$ cat config.mk
export PLATFORM = sky130hd
export DESIGN_NAME = pci_rr_arbiter
export DESIGN_NICKNAME = d
export VERILOG_FILES = /design/src/rtl/pci_arb_pkg.sv /design/src/rtl/pci_rr_pick.sv /design/src/rtl/pci_rr_arbiter.sv
export SDC_FILE = /design/constraint.sdc
export NUM_CORES = 1
export LEC_CHECK = 0
export ABC_AREA = 1
export BUFFER_PORTS_ARGS = -buffer_cell sky130_fd_sc_hd__buf_2
export CORE_MARGIN = 1
export CORE_UTILIZATION = 46
export CTS_BUF_LIST = sky130_fd_sc_hd__clkbuf_4 sky130_fd_sc_hd__clkbuf_8 sky130_fd_sc_hd__clkbuf_16
export CTS_CLUSTER_SIZE = 16
export DETAILED_ROUTE_END_ITERATION = 12
export GPL_ROUTABILITY_DRIVEN = 1
export GPL_TIMING_DRIVEN = 0
export PLACE_DENSITY = 0.64
export SYNTH_ARGS = -nofsm -noshare
export SYNTH_HDL_FRONTEND = slang
export SYNTH_SLANG_ARGS = --single-unit
$ cat constraint.sdc
create_clock -name Clk -period 2.1 [get_ports Clk]
set_input_delay 0.21 -clock Clk [delete_from_list [all_inputs] [get_ports Clk]]
set_output_delay 0.21 -clock Clk [all_outputs]
set_load 0.01 [all_outputs]
$ cat src/rtl/pci_arb_pkg.sv
// rtl/pci_arb_pkg.sv - shared types and helpers for the PCI round-robin arbiter
package pci_arb_pkg;

  typedef enum logic [1:0] {PARK, GAP, GRANT, BUSY} arb_state_e;

  localparam int TO_W = 8;

  function automatic int clog2_min1(input int n);
    int r;
    r = 1;
    for (int i = 1; i < 31; i++) begin
      if ((1 << i) < n) r = i + 1;
    end
    return r;
  endfunction

endpackage

$ cat src/rtl/pci_rr_pick.sv
// rtl/pci_rr_pick.sv - rotating priority encoder, scans ptr+1 .. ptr (ptr itself last)
module pci_rr_pick #(
  parameter int N  = 3,
  parameter int OW = 2
) (
  input  logic [N-1:0]  req,
  input  logic [OW-1:0] ptr,
  output logic          any,
  output logic [OW-1:0] idx
);

  int   cand;
  logic found;

  always_comb begin
    any   = |req;
    idx   = ptr;
    found = 1'b0;
    cand  = 0;
    for (int k = 1; k <= N; k++) begin
      cand = int'(ptr) + k;
      if (cand >= N) cand = cand - N;
      if (!found && req[cand]) begin
        found = 1'b1;
        idx   = cand[OW-1:0];
      end
    end
  end

endmodule

$ cat src/rtl/pci_rr_arbiter.sv
// rtl/pci_rr_arbiter.sv - N-master PCI bus arbiter: round-robin, parking, hidden arbitration, start timeout
module pci_rr_arbiter
  import pci_arb_pkg::*;
#(
  parameter int N_MASTERS     = 3,
  parameter int PARK_EN       = 1,
  parameter int PARK_MASTER   = 0,
  parameter int START_TIMEOUT = 16,
  localparam int OW           = clog2_min1(N_MASTERS)
) (
  input  logic                 Clk,
  input  logic                 Rst,
  input  logic [N_MASTERS-1:0] Req_n,
  input  logic                 Frame_n,
  input  logic                 IRDY_n,
  output logic [N_MASTERS-1:0] Gnt_n,
  output logic [OW-1:0]        Owner,
  output logic                 Gnt_Valid,
  output logic                 Start_Timeout
);

  localparam logic [OW-1:0]        PARK_IDX = OW'(PARK_MASTER);
  localparam logic [TO_W-1:0]      TO_LAST  = TO_W'(START_TIMEOUT - 1);
  localparam logic [N_MASTERS-1:0] ONE      = {{(N_MASTERS-1){1'b0}}, 1'b1};

  arb_state_e            state_q, state_d;
  logic [OW-1:0]         owner_q, owner_d, ptr_q, ptr_d;
  logic [TO_W-1:0]       cnt_q, cnt_d;
  logic                  bus_idle_q;
  logic [N_MASTERS-1:0]  gnt_n_q, gnt_n_d, gnt_oh_d;
  logic                  valid_q, valid_d, to_q, to_d;

  logic                  bus_idle, tx_start, owner_req;
  logic [N_MASTERS-1:0]  req, own_oh, pick_req;
  logic                  pick_any;
  logic [OW-1:0]         pick_idx;

  assign bus_idle  = Frame_n & IRDY_n;
  assign tx_start  = bus_idle_q & ~Frame_n;
  assign req       = ~Req_n;
  assign own_oh    = ONE << owner_q;
  assign owner_req = |(req & own_oh);
  // While someone owns the bus only the other masters compete.
  assign pick_req  = (state_q == GRANT || state_q == BUSY) ? (req & ~own_oh) : req;

  pci_rr_pick #(.N(N_MASTERS), .OW(OW)) u_pick (
    .req (pick_req),
    .ptr (ptr_q),
    .any (pick_any),
    .idx (pick_idx)
  );

  always_ff @(posedge Clk or posedge Rst) begin
    if (Rst) begin
      state_q    <= PARK;
      owner_q    <= PARK_IDX;
      ptr_q      <= PARK_IDX;
      cnt_q      <= '0;
      bus_idle_q <= 1'b1;
      gnt_n_q    <= '1;
      valid_q    <= 1'b0;
      to_q       <= 1'b0;
    end else begin
      state_q    <= state_d;
      owner_q    <= owner_d;
      ptr_q      <= ptr_d;
      cnt_q      <= cnt_d;
      bus_idle_q <= bus_idle;
      gnt_n_q    <= gnt_n_d;
      valid_q    <= valid_d;
      to_q       <= to_d;
    end
  end

  always_comb begin
    state_d = state_q;
    owner_d = owner_q;
    ptr_d   = ptr_q;
    cnt_d   = cnt_q;
    to_d    = 1'b0;
    unique case (state_q)
      PARK: begin
        owner_d = PARK_IDX;
        if (pick_any) begin
          owner_d = pick_idx;
          ptr_d   = pick_idx;
          cnt_d   = '0;
          state_d = (PARK_EN != 0 && pick_idx == PARK_IDX) ? GRANT : GAP;
        end
      end
      GAP: begin
        state_d = GRANT;
        cnt_d   = '0;
      end
      GRANT: begin
        if (tx_start) begin
          state_d = BUSY;
          cnt_d   = '0;
        end else if (!owner_req && bus_idle) begin
          if (pick_any) begin
            state_d = GAP;
            owner_d = pick_idx;
            ptr_d   = pick_idx;
          end else begin
            state_d = PARK;
            owner_d = PARK_IDX;
          end
        end else if (bus_idle) begin
          if (cnt_q == TO_LAST) begin
            if (pick_any) begin
              to_d    = 1'b1;
              state_d = GAP;
              owner_d = pick_idx;
              ptr_d   = pick_idx;
            end
          end else begin
            cnt_d = cnt_q + 1'b1;
          end
        end
      end
      BUSY: begin
        if (pick_any) begin
          state_d = GAP;
          owner_d = pick_idx;
          ptr_d   = pick_idx;
        end else if (bus_idle) begin
          if (owner_req) begin
            state_d = GRANT;
            cnt_d   = '0;
          end else begin
            state_d = PARK;
            owner_d = PARK_IDX;
          end
        end
      end
      default: state_d = PARK;
    endcase
  end

  always_comb begin
    gnt_oh_d = ONE << owner_d;
    gnt_n_d  = '1;
    unique case (state_d)
      PARK:        if (PARK_EN != 0) gnt_n_d = ~gnt_oh_d;
      GRANT, BUSY: gnt_n_d = ~gnt_oh_d;
      default:     gnt_n_d = '1;
    endcase
    valid_d = ~&gnt_n_d;
  end

  assign Gnt_n         = gnt_n_q;
  assign Owner         = owner_q;
  assign Gnt_Valid     = valid_q;
  assign Start_Timeout = to_q;

endmodule
## Word level (Yosys, flattened, before mapping)

Cells that the tools add are included.

| cells by class | value |
|---|---|
| equality and inequality tests | 16 |
| order comparisons | 6 |
| muxes and demuxes | 62 |
| shift operators | 2 |
| reductions and logical operators | 19 |
| bitwise operators | 8 |
| add/sub/neg operators | 7 |

Operator list:

| cell | number |
|---|---|
| $ge 32x3->1 const B | 3 |
| $lt 32x4->1 const B | 3 |
| $mux 32 | 3 |
| $sub 32x3->32 const B | 3 |
| $mux 8 | 8 |
| $mux 2 | 27 |
| $pmux 8 s4 | 1 |
| $mux 1 | 15 |
| $ne 2x2->1 const B | 5 |
| $ne 3x3->1 const B | 3 |
| $not 3->3 | 3 |
| $reduce_or 3->1 | 3 |
| $add 8x1->8 const B | 1 |
| $eq 2x2->1 const B | 4 |
| $eq 8x4->1 const B | 1 |
| $pmux 2 s4 | 1 |
| $reduce_and 7->1 | 1 |
| $add 2x2->3 const B | 2 |
| $and 3x3->3 | 2 |
| $bmux 1 s2 | 3 |
| $logic_not 2->1 | 3 |
| $mux 3 | 2 |
| $pmux 2 s3 | 1 |
| $shl 1x2->3 const A | 2 |
| other kinds (14) | 20 |

| word-level totals | value |
|---|---|
| bits of input ports | 7 |
| flip-flop bits (word level) | 20 |
| output and inout port bits | 7 |
| logic and storage cells | 128 |

## Longest topological paths before layout

| logic depth | value |
|---|---|
| word-level depth | 25 |
| depth in mapped cells | 16 |
| depth with buffers taken out | 16 |

## By module

A second synthesis with hierarchy kept.

| second synthesis, totals | value |
|---|---|
| cell total of the unflattened synthesis | 218 |
| area, all modules | 1550.2 µm² |

By module, submodules not included:

| module | cells each | times used | area each (µm²) | sequential area each (µm²) |
|---|---|---|---|---|
| pci_rr_arbiter | 177 | 1 | 1306.3 | 505.5 |
| pci_rr_pick | 41 | 1 | 244.0 | 0.0 |

## Least setup slack after synthesis

No wires, ideal clock.

| timing path | value |
|---|---|
| path kind | register -> register |
| from | reg ptr_q[0] |
| to | reg valid_q (netlist: Gnt_Valid) |
| setup time | 0.113 ns |
| arrival | 1.797 ns |
| clock period less this slack | 1.910 ns |
| stages on the path, launching flop included | 16 |
| buffers on the path | 0 |
| data required time | 1.987 ns |
| setup slack | 0.190 ns |
| cells stage by stage | dfrtp_1 -> inv_1 -> ha_1 -> inv_1 -> nand3_1 -> nand3_2 -> nand2_2 -> inv_2 -> nor2_2 -> nand3_1 -> nand2_1 -> nand2_2 -> nand2_2 -> nand3_1 -> nand2_1 -> inv_1 |

| on the way | value |
|---|---|
| cells in the longest elaborated chain, start to end | 24 |

Ends and longest elaborated chain:

| what | line | text |
|---|---|---|
| from (decl) | pci_rr_arbiter.sv:27 | `logic [OW-1:0] owner_q, owner_d, ptr_q, ptr_d;` |
| from (signal assigned) | pci_rr_arbiter.sv:66 | `ptr_q <= ptr_d;` |
| $add 2x1->3 | pci_rr_pick.sv:21 | `cand = int'(ptr) + k;` |
| $sub 32x3->32 or $ge 32x3->1 (tied branches) | pci_rr_pick.sv:22 | `if (cand >= N) cand = cand - N;` |
| $mux 32 | pci_rr_pick.sv:22 |  |
| $bmux 1 s2 | pci_rr_pick.sv:23 | `if (!found && req[cand]) begin` |
| $mux 1 (not written as such) (2 in a row) | pci_rr_pick.sv:23 |  |
| $mux 1 | pci_rr_pick.sv:23 |  |
| $logic_not 1->1 | pci_rr_pick.sv:23 |  |
| $logic_and 1x1->1 | pci_rr_pick.sv:23 |  |
| [8 not listed] | n/a |  |
| $mux 2 | pci_rr_arbiter.sv:96 | `if (tx_start) begin` |
| $pmux 2 s3 | pci_rr_arbiter.sv:81 | `unique case (state_q)` |
| $shl 1x2->3 | pci_rr_arbiter.sv:141 | `gnt_oh_d = ONE << owner_d;` |
| $not 3->3 | pci_rr_arbiter.sv:144, pci_rr_arbiter.sv:145 |  |
| $mux 3 (*) | n/a |  |
| $reduce_and 3->1 (*) | pci_rr_arbiter.sv:148 | `valid_d = ~&gnt_n_d;` |
| $logic_not 1->1 (*) | pci_rr_arbiter.sv:148 |  |
| via valid_d | pci_rr_arbiter.sv:31 | `logic valid_q, valid_d, to_q, to_d;` |
| to (signal assigned) | pci_rr_arbiter.sv:70 | `valid_q <= valid_d;` |
| to (decl) | pci_rr_arbiter.sv:31 |  |

Mark *: on every way through the listed nets, which the timed path passes. The rest lies on a longest branch. The select of a mux whose other input is x is not followed.
A chain may end at the register's enable or synchronous reset.

## Worst setup path in the final report

| timing path | value |
|---|---|
| from | reg owner_q[0] (netlist: Owner[0]) |
| to | reg cnt_q[6] |

| on the way | value |
|---|---|
| cells in the longest elaborated chain, start to end | 7 |

Ends and longest elaborated chain:

| what | line | text |
|---|---|---|
| from (decl) | pci_rr_arbiter.sv:27 |  |
| from (signal assigned) | pci_rr_arbiter.sv:65 | `owner_q <= owner_d;` |
| $shl 1x2->3 (*) | pci_rr_arbiter.sv:41 | `assign own_oh = ONE << owner_q;` |
| $not 3->3 or $and 3x3->3 (tied branches) | pci_rr_arbiter.sv:44, pci_rr_arbiter.sv:42 |  |
| $and 3x3->3 or $reduce_or 3->1 (tied branches) | pci_rr_arbiter.sv:44, pci_rr_arbiter.sv:42 |  |
| $mux 3 or $logic_not 1->1 (tied branches) | pci_rr_arbiter.sv:44, pci_rr_arbiter.sv:99 |  |
| $reduce_or 3->1 or $logic_and 1x1->1 (tied branches) | pci_rr_pick.sv:16, pci_rr_arbiter.sv:99 |  |
| $ne 2x2->1 (no line) or $ne 3x3->1 (tied branches) | n/a |  |
| $reduce_and 7->1 (no line) (*) | n/a |  |
| to (signal assigned) | pci_rr_arbiter.sv:67 | `cnt_q <= cnt_d;` |
| to (decl) | pci_rr_arbiter.sv:28 | `logic [TO_W-1:0] cnt_q, cnt_d;` |

Mark *: on every way between the ends. The rest lies on a longest branch, timed or not.

==> run summary <==
STATUS
---------------------------------------------------------------------------------
Result of the run                                                    finished, violations left
Failing checks                                                                DRC

CLOCK TREE
---------------------------------------------------------------------------------
Maximum level of the CTS H-tree                                                 1
Number of sinks on the clock net                                               20
Number of clock buffers inserted by TritonCTS                                   3
Master cell of the clock root buffer                                 sky130_fd_sc_hd__clkbuf_4
Reg clk slew, reported paths                                              0.13 ns
Buffer levels on the longest clock path                                         2
Hold buffer count at cts                                                        0
CTS tree                                                                     done
Source-to-sink clock delay at the later pin of the worst-skew pair        0.31 ns

TIMING
---------------------------------------------------------------------------------
Post-route fraction of the period consumed by the critical path            0.9156
Setup violation total in the final timing report                                0
Final-report hold violation count                                               0
Max Clk Rate                                                           0.5201 GHz
Slew Viols, Final                                                               0
Actual transition at the worst max-transition pin                       0.7505 ns
Slew margin rel.                                                           0.4991
Final critical path time including I/O delays and setup                  1.923 ns
Post-route clock skew                                                  0.02388 ns

CRITICAL PATH
---------------------------------------------------------------------------------
Setup slack of the most critical reg-to-reg path                          0.18 ns
Most frequent cell on the critical path                              sky130_fd_sc_hd__nand2_2
Crit path kind                                                            reg2reg
Worst path slowest cell                                              sky130_fd_sc_hd__dfrtp_1
Worst-path fanout max                                                          10
Worst-path cell chain                                                inv_1 > nand3_1 > nand2_2 > nand3_4 > o21ai_1 > nand2_2 > inv_2 > nand2_1 > and3_1
Number of buffers and inverters on the critical path                            2
Arrival @ worst endpoint                                                  2.15 ns
Data required time of the worst path                                      2.32 ns
Reg-to-reg startpoint                                                Owner[0]$_DFF_PP0_
Dominant delay contributor by cell family on the critical path       simple AND/OR/NAND/NOR gates
Worst Reg2Reg Path Length in Cells                                              9
Maximum cell stage delay along the critical path                          0.44 ns
Capturing element type of the critical path                                  flop
CP Launch Type                                                               flop
Reg-to-reg endpoint                                                  cnt_q[6]$_DFFE_PP0P_

GRT
---------------------------------------------------------------------------------
Global router's overall resource usage                                     0.2009
Maximum number of pins on one net before global-route repair                   21
Wire length of the first global-routing pass                             5.140 mm
Overflow after GRT                                                              0
Initial antenna violation count                                                 0
Vias in the first global route                                               1229

YOSYS
---------------------------------------------------------------------------------
Yosys reg bits                                                                 20
Average footprint of a synthesized cell                                7.146 um^2
Net count after synthesis                                                     212
Part of the Yosys area used for sequential elements                        0.3519
Warnings from Yosys                                                             0
Post-synthesis instance total                                                 201
Library cells used by synthesis                                                29
Synthesized area                                                     0.001436 mm^2

PWR
---------------------------------------------------------------------------------
Total power draw                                                       0.002892 W
Largest voltage drop on the vdd net                                      1.067 mV
Power density of the placed cells                                    1767 mW/mm^2
Static Leak                                                             0.8576 nW

FINISH
---------------------------------------------------------------------------------
Final Non-Filler Cells                                                        254
Area growth from synthesis to layout                                       13.94%
Fillers                                                                       251
Fraction of final layout cells sized beyond drive strength 1               0.3049
Total inserted antenna cells                                                    0
Post-layout net count                                                         235

FLOORPLANNING
---------------------------------------------------------------------------------
Area enclosed by the die boundary                                    0.003350 mm^2
Std-Cell Core Area                                                   0.002853 mm^2
Ports                                                                          14
Starting density of the core                                               0.5035
Number of placement rows                                                       19
Die extent in x                                                          57.88 um
Die Height                                                               57.88 um

ROUTE
---------------------------------------------------------------------------------
Post-route DRC violation count                                                  1
Drt initial violations                                                         55
First-pass detailed-route iteration total                                       8
Total via count after detailed routing                                       1359
Wire length after detailed routing                                       3.070 mm
Number of nets with antenna violations after routing                            0
Routed length per placed instance                                        12.09 um
Via density per instance                                                    5.350

WORST HOLD PATH
---------------------------------------------------------------------------------
Path class of the lowest-slack min-delay path                            in2async

PLACEMENT
---------------------------------------------------------------------------------
Post-detail-place hpwl                                                   2.252 mm
Placer congestion estimate                                                 0.8232
Post-placement cell count                                                     245
IO Port Bufs                                                                   13

RUN
---------------------------------------------------------------------------------
Max-cap viol count                                                              0

## synth_stat cells
library cell | instances | area (um^2)
sky130_fd_sc_hd__o21ai_0 | 11 | 55.05
sky130_fd_sc_hd__nor2_2 | 1 | 6.260
sky130_fd_sc_hd__nand4_1 | 2 | 12.51
sky130_fd_sc_hd__a22oi_2 | 1 | 12.51
sky130_fd_sc_hd__nor3_4 | 1 | 16.27
sky130_fd_sc_hd__o21a_1 | 1 | 7.510
sky130_fd_sc_hd__nand3_1 | 23 | 115.1
sky130_fd_sc_hd__nand2_2 | 10 | 62.56
sky130_fd_sc_hd__nand2_4 | 1 | 11.26
sky130_fd_sc_hd__dfrtp_1 | 16 | 400.4
sky130_fd_sc_hd__nand3_4 | 1 | 17.52
sky130_fd_sc_hd__o21ai_4 | 1 | 16.27
sky130_fd_sc_hd__nand3b_2 | 1 | 11.26
sky130_fd_sc_hd__a21oi_1 | 9 | 45.04
sky130_fd_sc_hd__inv_2 | 10 | 37.54
sky130_fd_sc_hd__nand3_2 | 4 | 40.04
sky130_fd_sc_hd__a21boi_1 | 1 | 7.510
sky130_fd_sc_hd__a31oi_1 | 1 | 6.260
sky130_fd_sc_hd__nor2_1 | 15 | 56.30
sky130_fd_sc_hd__dfstp_2 | 4 | 105.1
sky130_fd_sc_hd__nor3_1 | 1 | 5.000
sky130_fd_sc_hd__o21ai_1 | 3 | 15.01
sky130_fd_sc_hd__nor2_4 | 1 | 11.26
sky130_fd_sc_hd__ha_1 | 4 | 50.05
sky130_fd_sc_hd__and3_1 | 1 | 6.260
sky130_fd_sc_hd__o31ai_1 | 2 | 15.01
sky130_fd_sc_hd__o21ai_2 | 2 | 17.52
sky130_fd_sc_hd__inv_1 | 31 | 116.4
sky130_fd_sc_hd__nand2_1 | 42 | 157.7
## layout by cell type, fill, tap and decap left out, types with 2 or more instances in the layout
cell	Yosys	final
sky130_fd_sc_hd__nand3_2	4	5
sky130_fd_sc_hd__nor2_1	15	14
sky130_fd_sc_hd__nand2_1	42	41
sky130_fd_sc_hd__buf_4	0	5
sky130_fd_sc_hd__o21ai_2	2	2
sky130_fd_sc_hd__dfrtp_1	16	15
sky130_fd_sc_hd__nand3_1	23	22
sky130_fd_sc_hd__nand2_2	10	10
sky130_fd_sc_hd__o31ai_1	2	2
sky130_fd_sc_hd__o21ai_1	3	4
sky130_fd_sc_hd__ha_1	4	3
sky130_fd_sc_hd__nand2_4	1	2
sky130_fd_sc_hd__buf_2	0	13
sky130_fd_sc_hd__inv_1	31	28
sky130_fd_sc_hd__o21ai_0	11	10
sky130_fd_sc_hd__nor2_2	1	2
sky130_fd_sc_hd__clkbuf_4	0	4
sky130_fd_sc_hd__a21oi_1	9	9
sky130_fd_sc_hd__inv_2	10	13
sky130_fd_sc_hd__dfstp_2	4	4
sky130_fd_sc_hd__nand4_1	2	2
## per-stage QoR
stage / setup WS (ns) / util / hold slack, ns / instance area (um^2) / TNS, ns
floorplan: 0.1905 / - / 0.1709 / 1436 / 0
global placement: -0.002036 / 0.5399 / 0.3822 / 1540 / -0.002036
detailed placement: -0.06909 / 0.5399 / 0.3887 / 1540 / -0.1787
CTS: 0.04469 / 0.5548 / 0.03391 / 1583 / 0
global route: -0.05705 / 0.5737 / 0.05943 / 1637 / -0.07421
finish: 0.1772 / 0.5737 / 0.004289 / 1637 / 0
## worst register-to-register path, stage by stage (launching register included)
cell,delay (ns)
sky130_fd_sc_hd__dfrtp_1,0.44
sky130_fd_sc_hd__inv_1,0.13
sky130_fd_sc_hd__nand3_1,0.12
sky130_fd_sc_hd__nand2_2,0.15
sky130_fd_sc_hd__nand3_4,0.14
sky130_fd_sc_hd__o21ai_1,0.21
sky130_fd_sc_hd__nand2_2,0.15
sky130_fd_sc_hd__inv_2,0.16
sky130_fd_sc_hd__nand2_1,0.13
sky130_fd_sc_hd__and3_1,0.19
## sequential cells by signal (all words and copies together), names as in the netlist
register       count
Start_Timeout      1
ptr_q              2
state_q            2
Gnt_n              3
Gnt_Valid          1
cnt_q              8
bus_idle_q         1
Owner              2
## area by class of cell
class	instances	area [um^2]	area share
well taps	31	38.79	0.02370
flip-flops and latches	20	506.7	0.3096
multi-input cells	140	804.5	0.4916
inverters	41	153.9	0.09404
clock buffers	4	30.03	0.01835
repair buffers	18	102.6	0.06269
## logic make-up after synthesis
logic type,count (synthesis),share of synthesized area
AO/OA/AOI/OAI,32,0.1376
adder cells (fa/ha/maj),4,0.03484
buffers and inverters,41,0.1071
flip-flops,20,0.3519
AND/OR/NAND/NOR,104,0.3685
## report_power, final
part,switching (W),internal [W],total (W)
Sequential,0.0000876,0.000530,0.000618
Combinational,0.00135,0.000721,0.00207
Clock,0.000121,0.0000870,0.000208
Total,0.00155,0.00134,0.00289
## metal layers
metal / track usage / share of wire
met5: 0 / 0
met4: 0.07823 / 0.022
met3: 0.05357 / 0.056
met2: 0.3087 / 0.44
met1: 0.2707 / 0.49
## repair_timing
item                       CTS  global route
setup endpoints to repair    5             6
gates cloned                 0             0
resized for setup            2             9
pin swaps                    0             3
setup buffers                0             5
## worst max-delay path by stage
stage	from	end	slack [ns]	cells after the start
after floorplan	ptr_q[0]$_DFFE_PP0P_	Gnt_Valid$_DFF_PP0_	0.19	15
after global placement	ptr_q[0]$_DFFE_PP0P_	Gnt_n[2]$_DFF_PP1_	-0.002	15
after detailed placement	ptr_q[0]$_DFFE_PP0P_	Gnt_n[2]$_DFF_PP1_	-0.07	15
after CTS	ptr_q[0]$_DFFE_PP0P_	Gnt_n[2]$_DFF_PP1_	0.04	15
after global routing	ptr_q[0]$_DFFE_PP0P_	Gnt_n[2]$_DFF_PP1_	-0.06	16
final	Owner[0]$_DFF_PP0_	cnt_q[6]$_DFFE_PP0P_	0.18	9
No activity file was read; power rests on OpenSTA's default activity.
